--- config.mk ---
export PLATFORM = sky130hd
export DESIGN_NAME = uart_echo_ctrl
export DESIGN_NICKNAME = d
export VERILOG_FILES = /design/src/rtl/uart_ctrl_pkg.sv /design/src/rtl/uart_byte_fifo.sv /design/src/rtl/uart_echo_ctrl.sv
export SDC_FILE = /design/constraint.sdc
export NUM_CORES = 1
export LEC_CHECK = 0
export ABC_AREA = 0
export BUFFER_PORTS_ARGS = -buffer_cell sky130_fd_sc_hd__buf_2
export CORE_MARGIN = 2
export CORE_UTILIZATION = 58
export CTS_CLUSTER_DIAMETER = 40
export DETAILED_ROUTE_END_ITERATION = 10
export PLACE_DENSITY = 0.79
export SETUP_SLACK_MARGIN = 0.02
export SLEW_MARGIN = 10
export SYNTH_ARGS = -nofsm -noshare
export SYNTH_HDL_FRONTEND = slang
export SYNTH_SLANG_ARGS = --single-unit
--- constraint.sdc ---
create_clock -name clk -period 2.8 [get_ports clk]
set_clock_uncertainty 0.05 [all_clocks]
set_input_delay 0 -clock clk [delete_from_list [all_inputs] [get_ports clk]]
set_output_delay 0 -clock clk [all_outputs]
set_load 0.01 [all_outputs]
--- src/rtl/uart_ctrl_pkg.sv ---
// uart_ctrl_pkg: FSM encodings, character constants and FIFO level-width helper for the UART echo controller.
package uart_ctrl_pkg;
    typedef enum logic {R_IDLE, R_WAIT} rx_state_t;
    typedef enum logic [1:0] {T_IDLE, T_BUSY, T_DONE} tx_state_t;

    localparam logic [7:0] CHAR_CR = 8'h0D;
    localparam logic [7:0] CHAR_LF = 8'h0A;

    function automatic int lvl_w(input int depth);
        return $clog2(depth) + 1;
    endfunction
endpackage

--- src/rtl/uart_byte_fifo.sv ---
// uart_byte_fifo: DEPTH-entry byte FIFO with registered occupancy and a combinational head.
module uart_byte_fifo
    import uart_ctrl_pkg::*;
#(
    parameter int DEPTH = 8
) (
    input  logic                    clk,
    input  logic                    reset_n,
    input  logic                    push,
    input  logic                    pop,
    input  logic [7:0]              din,
    output logic [7:0]              head,
    output logic [lvl_w(DEPTH)-1:0] level,
    output logic                    full,
    output logic                    empty
);
    localparam int AW = $clog2(DEPTH);
    localparam int LW = lvl_w(DEPTH);

    logic [7:0]    mem [DEPTH];
    logic [AW-1:0] wptr, rptr;

    assign head  = mem[rptr];
    assign full  = level == LW'(DEPTH);
    assign empty = level == '0;

    always_ff @(posedge clk) begin
        if (push) mem[wptr] <= din;
    end

    always_ff @(posedge clk or negedge reset_n) begin
        if (!reset_n) begin
            wptr  <= '0;
            rptr  <= '0;
            level <= '0;
        end else begin
            if (push) wptr <= wptr + 1'b1;
            if (pop) rptr <= rptr + 1'b1;
            level <= level + LW'(push) - LW'(pop);
        end
    end
endmodule

--- src/rtl/uart_echo_ctrl.sv ---
// uart_echo_ctrl: RX->TX echo sequencer with error filtering and saturating counters.
// Define UART_ECHO_CRLF_EN to follow every echoed CR with an inserted LF.
module uart_echo_ctrl
    import uart_ctrl_pkg::*;
#(
    parameter int DEPTH = 8,
    parameter int CNT_W = 8
) (
    input  logic                    clk,
    input  logic                    reset_n,
    input  logic                    enable,
    input  logic                    cnt_clr,
    input  logic                    rxrdy,
    input  logic [7:0]              rx_data,
    input  logic                    ferr,
    input  logic                    perr,
    output logic                    clr,
    input  logic                    txrdy,
    output logic                    load,
    output logic [7:0]              tx_data,
    output logic [lvl_w(DEPTH)-1:0] fifo_level,
    output logic [CNT_W-1:0]        err_cnt,
    output logic [CNT_W-1:0]        drop_cnt,
    output logic                    irq
);
    rx_state_t  rstate, rnext;
    tx_state_t  tstate, tnext;
    logic       cap, cap_bad, arm, go, avail, push, pop, full, empty, bad, drop;
    logic [7:0] cap_data, head, tx_next;

    uart_byte_fifo #(.DEPTH(DEPTH)) u_fifo (
        .clk    (clk),
        .reset_n(reset_n),
        .push   (push),
        .pop    (pop),
        .din    (cap_data),
        .head   (head),
        .level  (fifo_level),
        .full   (full),
        .empty  (empty)
    );

    // clr marks the capture cycle; a pop in that same cycle frees a slot even at full
    assign bad  = clr & cap_bad;
    assign push = clr & ~cap_bad & (~full | pop);
    assign drop = clr & ~cap_bad & full & ~pop;

`ifdef UART_ECHO_CRLF_EN
    logic lf_pend, lf_cur;

    assign avail   = lf_pend | ~empty;
    assign tx_next = lf_pend ? CHAR_LF : head;
    assign pop     = load & ~lf_cur;

    always_ff @(posedge clk or negedge reset_n) begin
        if (!reset_n) begin
            lf_pend <= 1'b0;
            lf_cur  <= 1'b0;
        end else if (go) begin
            lf_cur  <= lf_pend;
            lf_pend <= 1'b0;
        end else if (pop && tx_data == CHAR_CR) begin
            lf_pend <= 1'b1;
        end
    end
`else
    assign avail   = ~empty;
    assign tx_next = head;
    assign pop     = load;
`endif

    always_comb begin
        rnext = rstate;
        cap   = 1'b0;
        case (rstate)
            R_IDLE: begin
                cap   = rxrdy;
                rnext = rxrdy ? R_WAIT : R_IDLE;
            end
            default: rnext = rxrdy ? R_WAIT : R_IDLE;
        endcase
    end

    always_comb begin
        tnext = tstate;
        go    = 1'b0;
        case (tstate)
            T_IDLE: begin
                go    = enable & txrdy & avail;
                tnext = go ? T_BUSY : T_IDLE;
            end
            T_BUSY:  tnext = txrdy ? T_BUSY : T_DONE;
            T_DONE:  tnext = txrdy ? T_IDLE : T_DONE;
            default: tnext = T_IDLE;
        endcase
    end

    always_ff @(posedge clk or negedge reset_n) begin
        if (!reset_n) begin
            rstate   <= R_IDLE;
            tstate   <= T_IDLE;
            clr      <= 1'b0;
            cap_data <= 8'h00;
            cap_bad  <= 1'b0;
            arm      <= 1'b0;
            load     <= 1'b0;
            tx_data  <= 8'h00;
            irq      <= 1'b0;
            err_cnt  <= '0;
            drop_cnt <= '0;
        end else begin
            rstate <= rnext;
            tstate <= tnext;
            clr    <= cap;
            arm    <= go;
            load   <= arm;
            irq    <= bad | drop;
            if (cap) begin
                cap_data <= rx_data;
                cap_bad  <= ferr | perr;
            end
            if (go) tx_data <= tx_next;
            // saturating; cnt_clr beats a same-cycle increment
            err_cnt  <= cnt_clr ? '0 : err_cnt + CNT_W'(bad & ~&err_cnt);
            drop_cnt <= cnt_clr ? '0 : drop_cnt + CNT_W'(drop & ~&drop_cnt);
        end
    end
endmodule

==> impl_metrics.env <==
export IMPL_tritoncts_num_buffers=17
export IMPL_nNetsFinal=384
export IMPL_post_route_util_pct=73.8
export IMPL_diodes=0
export IMPL_critical_path_reg2reg_endpoint="drop_cnt[6]"
export IMPL_gp_congestion=0.825
export IMPL_wl_per_cell_um=17.5
export IMPL_grt_first_pass_wirelength_mm=13.3
export IMPL_post_cts_buffers=0
export IMPL_synth_largest_area_cell="edfxtp_1"
export IMPL_via_per_inst=5.42
export IMPL_wl_met3_um=339
export IMPL_clock_tree_root_cell="clkbuf_8"
export IMPL_comb_power_share_pct=20.8
export IMPL_ys_async_sr_fraction_pct=43.9
export IMPL_ios=47
export IMPL_vias=2547
export IMPL_grt_max_degree=51
export IMPL_drt_iter0_drc=174
export IMPL_clk_latency_ns=0.51
export IMPL_overflow=0
export IMPL_row_count=32
export IMPL_slew_headroom_pct=25.9
export IMPL_p_per_area_nw_per_um2=927
export IMPL_fin_crit_sh_pct=89.5
export IMPL_avgSynthCellArea_sq_um=17.0
export IMPL_final_cells=470
export IMPL_cp_arrival_ns=2.89
export IMPL_synthesis_area_sq_um=4660
export IMPL_ant_nets=0
export IMPL_tightestPinTransition_ns=1.10
export IMPL_synth_seq_area_share_pct=68.1
export IMPL_timing_critical_path_from="u_fifo.level[2]"
export IMPL_post_place_ws_ns=0.144
export IMPL_swShare_pct=27.9
export IMPL_fmax_ghz=0.399
export IMPL_track_usage_pct=21.0
export IMPL_hp_class="primary input to async pin"
export IMPL_intPower_mw=3.84
export IMPL_portBuffers=46
export IMPL_clkPwrFrac_pct=36.4
export IMPL_grt_pass1_vias=2627
export IMPL_synth_edf_count=64
export IMPL_reg2reg_from="u_fifo.level[2]"
export IMPL_top_layer_used="met4"
export IMPL_place_inst=423
export IMPL_ff2ff_setup_slack_ns=0.29
export IMPL_setup_viol=0
export IMPL_synth_area_top_cells="edfxtp_1 (41%), dfrtp_1 (27%), mux2_2 (6.0%), mux4_1 (5.1%), mux4_2 (3.4%)"
export IMPL_antenna_found_initial=0
export IMPL_drc_errors=0
export IMPL_dieArea_sq_um=8770
export IMPL_worstPathMaxFanout=5
export IMPL_worstSetupPathType="flop to flop"
export IMPL_chipWidth_um=93.7
export IMPL_met2RoutedLength_mm=4.17
export IMPL_drive_gt1_share_pct=33.7
export IMPL_cp_end_kind="flop"
export IMPL_setup_tns_ns=0
export IMPL_worstRegToRegCells=9
export IMPL_yosys_area_top_type_share_pct=41.2
export IMPL_area_growth_pct=22.9
export IMPL_met1Wirelength_mm=3.57
export IMPL_status="complete, no violations"
export IMPL_die_y_um=93.7
export IMPL_initial_core_util_pct=60.0
export IMPL_power_frac_seq_pct=42.8
export IMPL_core_area_sq_um=7770
export IMPL_power_switching_mw=1.48
export IMPL_synth_flop_cell="edfxtp_1"
export IMPL_worst_hold_slack_ns=0.0681
export IMPL_finalWirelength_mm=8.25
export IMPL_cp_required_ns=3.18
export IMPL_hold_violations=0
export IMPL_placed_area_sq_um=5020
export IMPL_htreeDepth=4
export IMPL_yosysMostFrequentCell="edfxtp_1"
export IMPL_clkTransAtPathRegs_ns=0.06
export IMPL_syn_num_nets=304
export IMPL_drv_slew=0
export IMPL_startpoint_type="flop"
export IMPL_design_area_sq_um=5730
export IMPL_cts_tree="yes"
export IMPL_clock_sinks=114
export IMPL_synthTopCellsByCount="edfxtp_1 (64), dfrtp_1 (50), mux2_2 (25)"
export IMPL_worstSetupEndpoint="drop_cnt[6]"
export IMPL_hpwl_mm=4.82
export IMPL_rsz0062_at_grt="false"
export IMPL_ys_ff_latch=114
export IMPL_synthCells=275
export IMPL_power_mw=5.32
export IMPL_yosysWarnings=0
export IMPL_fin_crit_ns=2.51
export IMPL_clock_path_buffers=2
export IMPL_ys_types=38
export IMPL_ir_drop_uv=744
export IMPL_p_leak_nw=2.30
export IMPL_first_pass_iters=4
export IMPL_maxCapViolCount=0
export IMPL_setup_ws_ns=0.294
[layer usage]
metal,vias up,track usage [%]
met5,-,0
met4,0,10.1
met3,14,5.14
met2,60,34.0
met1,1267,27.1
li1,1206,-
[state kept, by name (all words and copies together) (netlist names)]
name	flops
u_fifo.mem	64
cap_data	8
drop_cnt	8
err_cnt	8
tx_data	8
u_fifo.level	4
u_fifo.rptr	3
u_fifo.wptr	3
tstate	2
arm	1
cap_bad	1
clr	1
irq	1
load	1
rstate	1
[repair_timing]
item / 4_1_cts / 5_1_grt
hold buffers: 15 / 0
gates resized for setup: 0 / 1
hold endpoints to repair: 80 / 0
setup endpoints to repair: 0 / 1
[cell usage in the layout, fill, tap and decap left out, types with 6 or more instances in the layout]
cell	synthesis	layout
nor2_1	10	10
mux4_1	9	9
o21ai_0	6	6
clkinvlp_4	0	6
edfxtp_1	64	64
a21oi_1	7	7
mux4_2	7	7
buf_2	1	46
nor2b_1	6	6
nand3_1	8	8
nand2_1	7	7
inv_1	14	14
mux2_2	25	25
dlygate4sd3_1	0	15
dfrtp_1	50	50
buf_4	0	8
xor2_1	6	6
clkbuf_16	0	16
ha_1	12	12
xnor2_1	7	7
[cell families after synthesis]
logic type | after synthesis | synth area share [%]
flip-flops | 114 | 68.1
AND/OR/NAND/NOR | 51 | 5.85
multiplexers | 42 | 14.8
buffers and inverters | 22 | 2.47
AO/OA/AOI/OAI | 20 | 2.71
XOR/XNOR | 13 | 2.44
adder cells (fa/ha/maj) | 13 | 3.65
[worst max-delay path, stage by stage, from the launching register on]
cell,delay [ns]
dfrtp_1,0.37
inv_1,0.10
ha_1,0.16
or4b_4,0.51
nor3b_1,0.21
ha_1,0.22
ha_1,0.19
nand3_1,0.14
or3_1,0.34
a21oi_1,0.15
[worst min-delay path by stage]
stage | slack (ns) | depth (start not counted) | startpoint | endpoint
after floorplan | -0.35 | 0 | reset_n | arm
after global placement | 0.07 | 1 | rxrdy | rstate
after detailed placement | 0.07 | 1 | rxrdy | rstate
after CTS | 0.08 | 2 | rxrdy | rstate
after global routing | 0.09 | 2 | rxrdy | rstate
final | 0.07 | 3 | reset_n | cap_data[2]
[power groups by stage]
stage	clock network [mW]	registers, mW	logic, mW
6_report	1.93	2.28	1.10
5_1_grt	2.04	2.32	1.23
4_1_cts	1.97	2.27	1.12
3_5_place_dp	0	2.30	1.08
3_3_place_gp	0	2.28	1.06
2_1_floorplan	0	2.25	0.854
[final cells by class]
cell class | instances | area [sq um]
fill | 480 | 2040
inverter | 14 | 52.6
tap | 102 | 128
clock inverter | 15 | 136
multi-input combinational | 139 | 1390
sequential | 114 | 3170
clock buffer | 17 | 414
timing repair buffer | 69 | 440
(Power assumes the default switching activity.)
